**src/rtl/qe_mac_pkg.sv**
```systemverilog
// Shared types and defaults for the MAC arbiter slice.
// State encoding, default widths and job mode codes.
package qe_mac_pkg;

  typedef enum logic [1:0] {
    IDLE  = 2'd0,
    GRANT = 2'd1,
    WAIT  = 2'd2,
    DONE  = 2'd3
  } state_t;

  localparam int   DW_DEF  = 8;
  localparam int   RW_DEF  = 16;
  localparam logic MODE_QE = 1'b0;
  localparam logic MODE_PS = 1'b1;

endpackage

```
**src/rtl/rr_arb2.sv**
```systemverilog
// Two-way round-robin pick, purely combinational.
// Ports: i_req[1:0], i_last_served in; o_any_req, o_winner out.
module rr_arb2 (
  input  logic [1:0] i_req,
  input  logic       i_last_served,
  output logic       o_any_req,
  output logic       o_winner
);

  assign o_any_req = |i_req;

  // On a tie the side that was not served last wins.
  always_comb begin
    o_winner = 1'b0;
    unique case (i_req)
      2'b11:   o_winner = ~i_last_served;
      2'b10:   o_winner = 1'b1;
      default: o_winner = 1'b0;
    endcase
  end

endmodule

```
**src/rtl/qe_mac_arbiter.sv**
```systemverilog
// Shares one MAC datapath between two requesters, with a watchdog.
// Ports: clk, reset(n); rN_* client side; dp_* datapath side.
module qe_mac_arbiter
  import qe_mac_pkg::*;
#(
  parameter int DW      = DW_DEF,
  parameter int RW      = RW_DEF,
  parameter int TIMEOUT = 64
) (
  input  logic          clk,
  input  logic          reset,
  input  logic          r0_req,
  input  logic          r0_mode,
  input  logic [DW-1:0] r0_a,
  input  logic [DW-1:0] r0_b,
  input  logic [DW-1:0] r0_c,
  input  logic [DW-1:0] r0_x,
  input  logic          r0_valid,
  input  logic          r0_last,
  output logic          r0_gnt,
  output logic          r0_done,
  input  logic          r1_req,
  input  logic          r1_mode,
  input  logic [DW-1:0] r1_a,
  input  logic [DW-1:0] r1_b,
  input  logic [DW-1:0] r1_c,
  input  logic [DW-1:0] r1_x,
  input  logic          r1_valid,
  input  logic          r1_last,
  output logic          r1_gnt,
  output logic          r1_done,
  output logic [RW-1:0] result,
  output logic          err,
  output logic          dp_mode,
  output logic [DW-1:0] dp_a,
  output logic [DW-1:0] dp_b,
  output logic [DW-1:0] dp_c,
  output logic [DW-1:0] dp_x,
  output logic          dp_valid_in,
  output logic          dp_last_input,
  input  logic          dp_valid_out,
  input  logic [RW-1:0] dp_result
);

  localparam logic [7:0] TO_LAST = 8'(TIMEOUT - 1);

  state_t        r_state;
  state_t        w_next;
  logic          r_owner;
  logic          r_last_served;
  logic          r_mode;
  logic          r_err;
  logic [RW-1:0] r_result;
  logic [7:0]    r_cnt;

  logic          w_any;
  logic          w_winner;
  logic          w_grant;
  logic          w_done;
  logic          w_valid;
  logic          w_last;
  logic          w_beat_end;
  logic          w_to;
  logic [DW-1:0] w_a;
  logic [DW-1:0] w_b;
  logic [DW-1:0] w_c;
  logic [DW-1:0] w_x;

  rr_arb2 u_arb (
    .i_req         ({r1_req, r0_req}),
    .i_last_served (r_last_served),
    .o_any_req     (w_any),
    .o_winner      (w_winner)
  );

  assign w_valid = r_owner ? r1_valid : r0_valid;
  assign w_last  = r_owner ? r1_last  : r0_last;
  assign w_a     = r_owner ? r1_a     : r0_a;
  assign w_b     = r_owner ? r1_b     : r0_b;
  assign w_c     = r_owner ? r1_c     : r0_c;
  assign w_x     = r_owner ? r1_x     : r0_x;

  assign w_grant    = (r_state == GRANT);
  assign w_done     = (r_state == DONE);
  assign w_beat_end = w_valid & w_last;
  assign w_to       = (r_cnt == TO_LAST);

  assign r0_gnt  = w_grant & ~r_owner;
  assign r1_gnt  = w_grant &  r_owner;
  assign r0_done = w_done  & ~r_owner;
  assign r1_done = w_done  &  r_owner;

  assign dp_a          = w_grant ? w_a : '0;
  assign dp_b          = w_grant ? w_b : '0;
  assign dp_c          = w_grant ? w_c : '0;
  assign dp_x          = w_grant ? w_x : '0;
  assign dp_valid_in   = w_grant & w_valid;
  assign dp_last_input = w_grant & w_beat_end;
  assign dp_mode       = r_mode;
  assign result        = r_result;
  assign err           = r_err;

  always_comb begin
    w_next = r_state;
    unique case (r_state)
      IDLE:    if (w_any) w_next = GRANT;
      GRANT:   if (w_beat_end) w_next = WAIT;
      WAIT:    if (dp_valid_out | w_to) w_next = DONE;
      DONE:    w_next = IDLE;
      default: w_next = IDLE;
    endcase
  end

  always_ff @(posedge clk or negedge reset) begin
    if (!reset) begin
      r_state       <= IDLE;
      r_owner       <= 1'b0;
      r_last_served <= 1'b1;
      r_mode        <= 1'b0;
      r_err         <= 1'b0;
      r_result      <= '0;
      r_cnt         <= '0;
    end else begin
      r_state <= w_next;
      unique case (r_state)
        IDLE: begin
          if (w_any) begin
            r_owner <= w_winner;
            r_mode  <= w_winner ? r1_mode : r0_mode;
          end
        end
        GRANT: begin
          if (w_beat_end) r_cnt <= '0;
        end
        WAIT: begin
          r_cnt <= r_cnt + 8'd1;
          // A response in the final watchdog cycle still counts.
          if (dp_valid_out) begin
            r_result <= dp_result;
            r_err    <= 1'b0;
          end else if (w_to) begin
            r_result <= '0;
            r_err    <= 1'b1;
          end
        end
        DONE:    r_last_served <= r_owner;
        default: ;
      endcase
    end
  end

endmodule

```
**config.mk**
```make
export PLATFORM = sky130hd
export DESIGN_NAME = qe_mac_arbiter
export DESIGN_NICKNAME = d
export VERILOG_FILES = /design/src/rtl/qe_mac_pkg.sv /design/src/rtl/rr_arb2.sv /design/src/rtl/qe_mac_arbiter.sv
export SDC_FILE = /design/constraint.sdc
export NUM_CORES = 1
export LEC_CHECK = 0
export ABC_CLOCK_PERIOD_IN_PS = 1870
export BUFFER_PORTS_ARGS = -buffer_cell sky130_fd_sc_hd__buf_4
export CELL_PAD_IN_SITES_DETAIL_PLACEMENT = 1
export CELL_PAD_IN_SITES_GLOBAL_PLACEMENT = 1
export CORE_MARGIN = 10
export CORE_UTILIZATION = 25
export CTS_CLUSTER_DIAMETER = 80
export CTS_CLUSTER_SIZE = 20
export DETAILED_ROUTE_END_ITERATION = 12
export GPL_ROUTABILITY_DRIVEN = 0
export PLACE_DENSITY_LB_ADDON = 0.3
export RECOVER_POWER = 25
export SLEW_MARGIN = 20
export SYNTH_ARGS = -nofsm -noshare
export SYNTH_HDL_FRONTEND = slang
export SYNTH_SLANG_ARGS = --single-unit
```
**constraint.sdc**
```tcl
create_clock -name clk -period 1.87 [get_ports clk]
set_input_delay 0.187 -clock clk [delete_from_list [all_inputs] [get_ports clk]]
set_output_delay 0.187 -clock clk [all_outputs]
set_load 0.02 [all_outputs]
```
==> qor.yml <==
detailed_routing:
  wirelength_microns: 8540
  antenna_left: 0
  wl_per_cell_microns: 19.1
  vias: 2065
  first_pass_iters: 4
  via_per_inst: 4.62
  drc: 0
  drtIter0Drc: 50
clock_tree:
  htreeDepth: 2
  insertion_delay_ns: 0.28
  cts_tree: "done"
  cts-root-buf: "clkbuf_8"
  cts_inserted_buffers: 5
  cts_buffer_depth: 2
  cts_setup_buffers: 0
  clk_pin_slew_worst_paths_ns: 0.07
  clock_sinks: 30
logic_synthesis:
  synth.area.top_cells: "dfrtp_1, mux2i_1, a22o_1"
  synth_flop_cell: "dfrtp_1"
  synth_area_sq_um: 1890
  yosysWarnings: 0
  postSynthCellCount: 198
  synth_top_area_frac: 0.385
  async_flop_share: 1.00
  syn_area_per_cell_sq_um: 9.53
  yosysMostFrequentCell: "nor2_1"
  synth_nets: 295
  synth_largest_area_cell: "dfrtp_1"
  synth_edf_count: 0
  synth_seq_cells: 30
  synth-seq-area-share: 0.399
  ys_types: 37
  synth_commonest_cells: "nor2_1, mux2i_1, dfrtp_1, a22o_1, a21oi_1"
power:
  ir_drop_uv: 693
  p_leak_nw: 1.71
  powerDensity_nw_per_um2: 1560
  power.total_w: 0.00509
layout:
  drive_above_1_share: 0.491
  diodes: 0
  area_delta_synth_final_pct: 73.3
  fin_nets: 444
timing:
  finClkSkew_ns: 0.00620
  rsz0062_at_grt: "false"
  relSlewSlack: 0.492
  finalHoldViolCount: 0
  worst_pin_slew_ns: 0.762
  finalCriticalPeriod_ns: 1.76
  fin_hold_ws_ns: 0.110
  setup_viol: 0
  fmax_mhz: 567
  drv_slew: 0
  layout_worst_path_cycle_share: 0.943
die:
  die_w_microns: 107
  row_count: 31
  core_area_sq_um: 7290
  io_pins: 147
  initial_core_util: 0.259
  die-area_sq_um: 11400
  die_h_microns: 107
grt:
  grt_pass1_vias: 2257
  antenna_found_initial: 0
  grt_max_degree: 35
  grt_first_pass_wirelength_microns: 13100
  grt_usage: 0.144
  grt_overflow_total: 0
flow_run:
  drv_cap: 0
setup_path:
  crit_path_end_kind: "register"
  cp-start-kind: "register"
  cp_data_arrival_time_ns: 1.96
  cp_max_fo: 11
  critPathRequiredTime_ns: 2.07
  crit_type: "reg2reg"
worst_hold_path:
  min_path_type: "in2reg"
placement:
  hpwl_microns: 6990
  numPortBuffers: 146
status:
  status: "complete, no violations"
report_power, final:
part | internal, W | leakage [nW] | total (W) | switching [W]
clock | 0.000398 | 0.0524 | 0.000639 | 0.000241
sequential | 0.000964 | 0.373 | 0.00124 | 0.000278
combinational | 0.00148 | 1.28 | 0.00321 | 0.00173
total | 0.00285 | 1.71 | 0.00509 | 0.00225
layout make-up:
cell class	instances	area, sq um
clock buffers	7	76.3
clock inverters	1	30.0
fillers	926	4020
inverters	7	26.3
multi-input cells	148	1080
flip-flops and latches	30	753
well taps	99	124
repair buffers	155	1180
placed cells by master (no fill, tap or decap), types with 2 or more instances in the layout:
cell type,count
mux2i_1,33
dfrtp_1,28
and2_1,4
inv_1,5
clkbuf_1,2
clkbuf_8,5
or3_1,4
mux2_2,2
nand3_1,6
nand2_1,8
a21oi_1,11
ha_1,4
a22o_1,16
buf_4,151
nor2_1,36
o31ai_1,2
o21ai_0,4
worst max-delay path: stages, from the launching register on:
cell	delay [ns]
dfrtp_1	0.43
inv_1	0.11
ha_2	0.23
nor2_1	0.06
a31o_2	0.28
or4_1	0.41
a21oi_1	0.15
metal layers:
metal	GRT usage	up-vias	part of all wire
met5	0	-	0
met4	0.0513	0	0.023
met3	0.0305	12	0.039
met2	0.279	62	0.57
met1	0.148	992	0.37
li1	-	999	-
path summary, 6_finish.rpt:
check	start	endpoint	slack [ns]	cells past startpoint
min in group asynchronous	reset	result[8]	0.51	2
hold reg to reg	result[2]	result[2]	0.51	1
max in group asynchronous	reset	r_owner	0.83	2
hold / removal	r0_req	r_owner	0.11	2
setup reg to reg	r_state[0]	r_cnt[6]	0.11	6
setup / recovery	r_state[0]	r_cnt[6]	0.11	6
sequential cells by signal, indices dropped and copies added, names as in the netlist:
register / flops
r_cnt: 8
err: 1
r_last_served: 1
dp_mode: 1
r_owner: 1
result: 16
r_state: 2
metrics by stage:
stage               area, sq um  setup TNS, ns  worst slack (ns)  utilization  instances
global route               3270              0           0.00274        0.448        447
finish                     3270              0             0.106        0.448        447
detailed placement         3120              0            0.0489        0.427        438
global placement           3120              0             0.107        0.427        438
floorplan                  1890              0             0.129            -        198
CTS                        3240      -0.000188         -0.000188        0.444        447
cells by family (layout without fill, tap and decap cells):
logic type / count (synthesis) / count (layout) / synth area share
AND/OR/NAND/NOR: 67 / 67 / 0.174
AO/OA/AOI/OAI: 40 / 40 / 0.153
multiplexers: 35 / 35 / 0.187
flip-flops: 30 / 30 / 0.399
buffers and inverters: 20 / 170 / 0.0477
adder cells (fa/ha/maj): 6 / 6 / 0.0398
what timing repair did:
action	CTS	global route
hold buffers	1	0
resized for setup	3	7
endpoints found under the hold margin	29	0
setup endpoints to repair	35	53
Power figures use the tool's default switching activity.
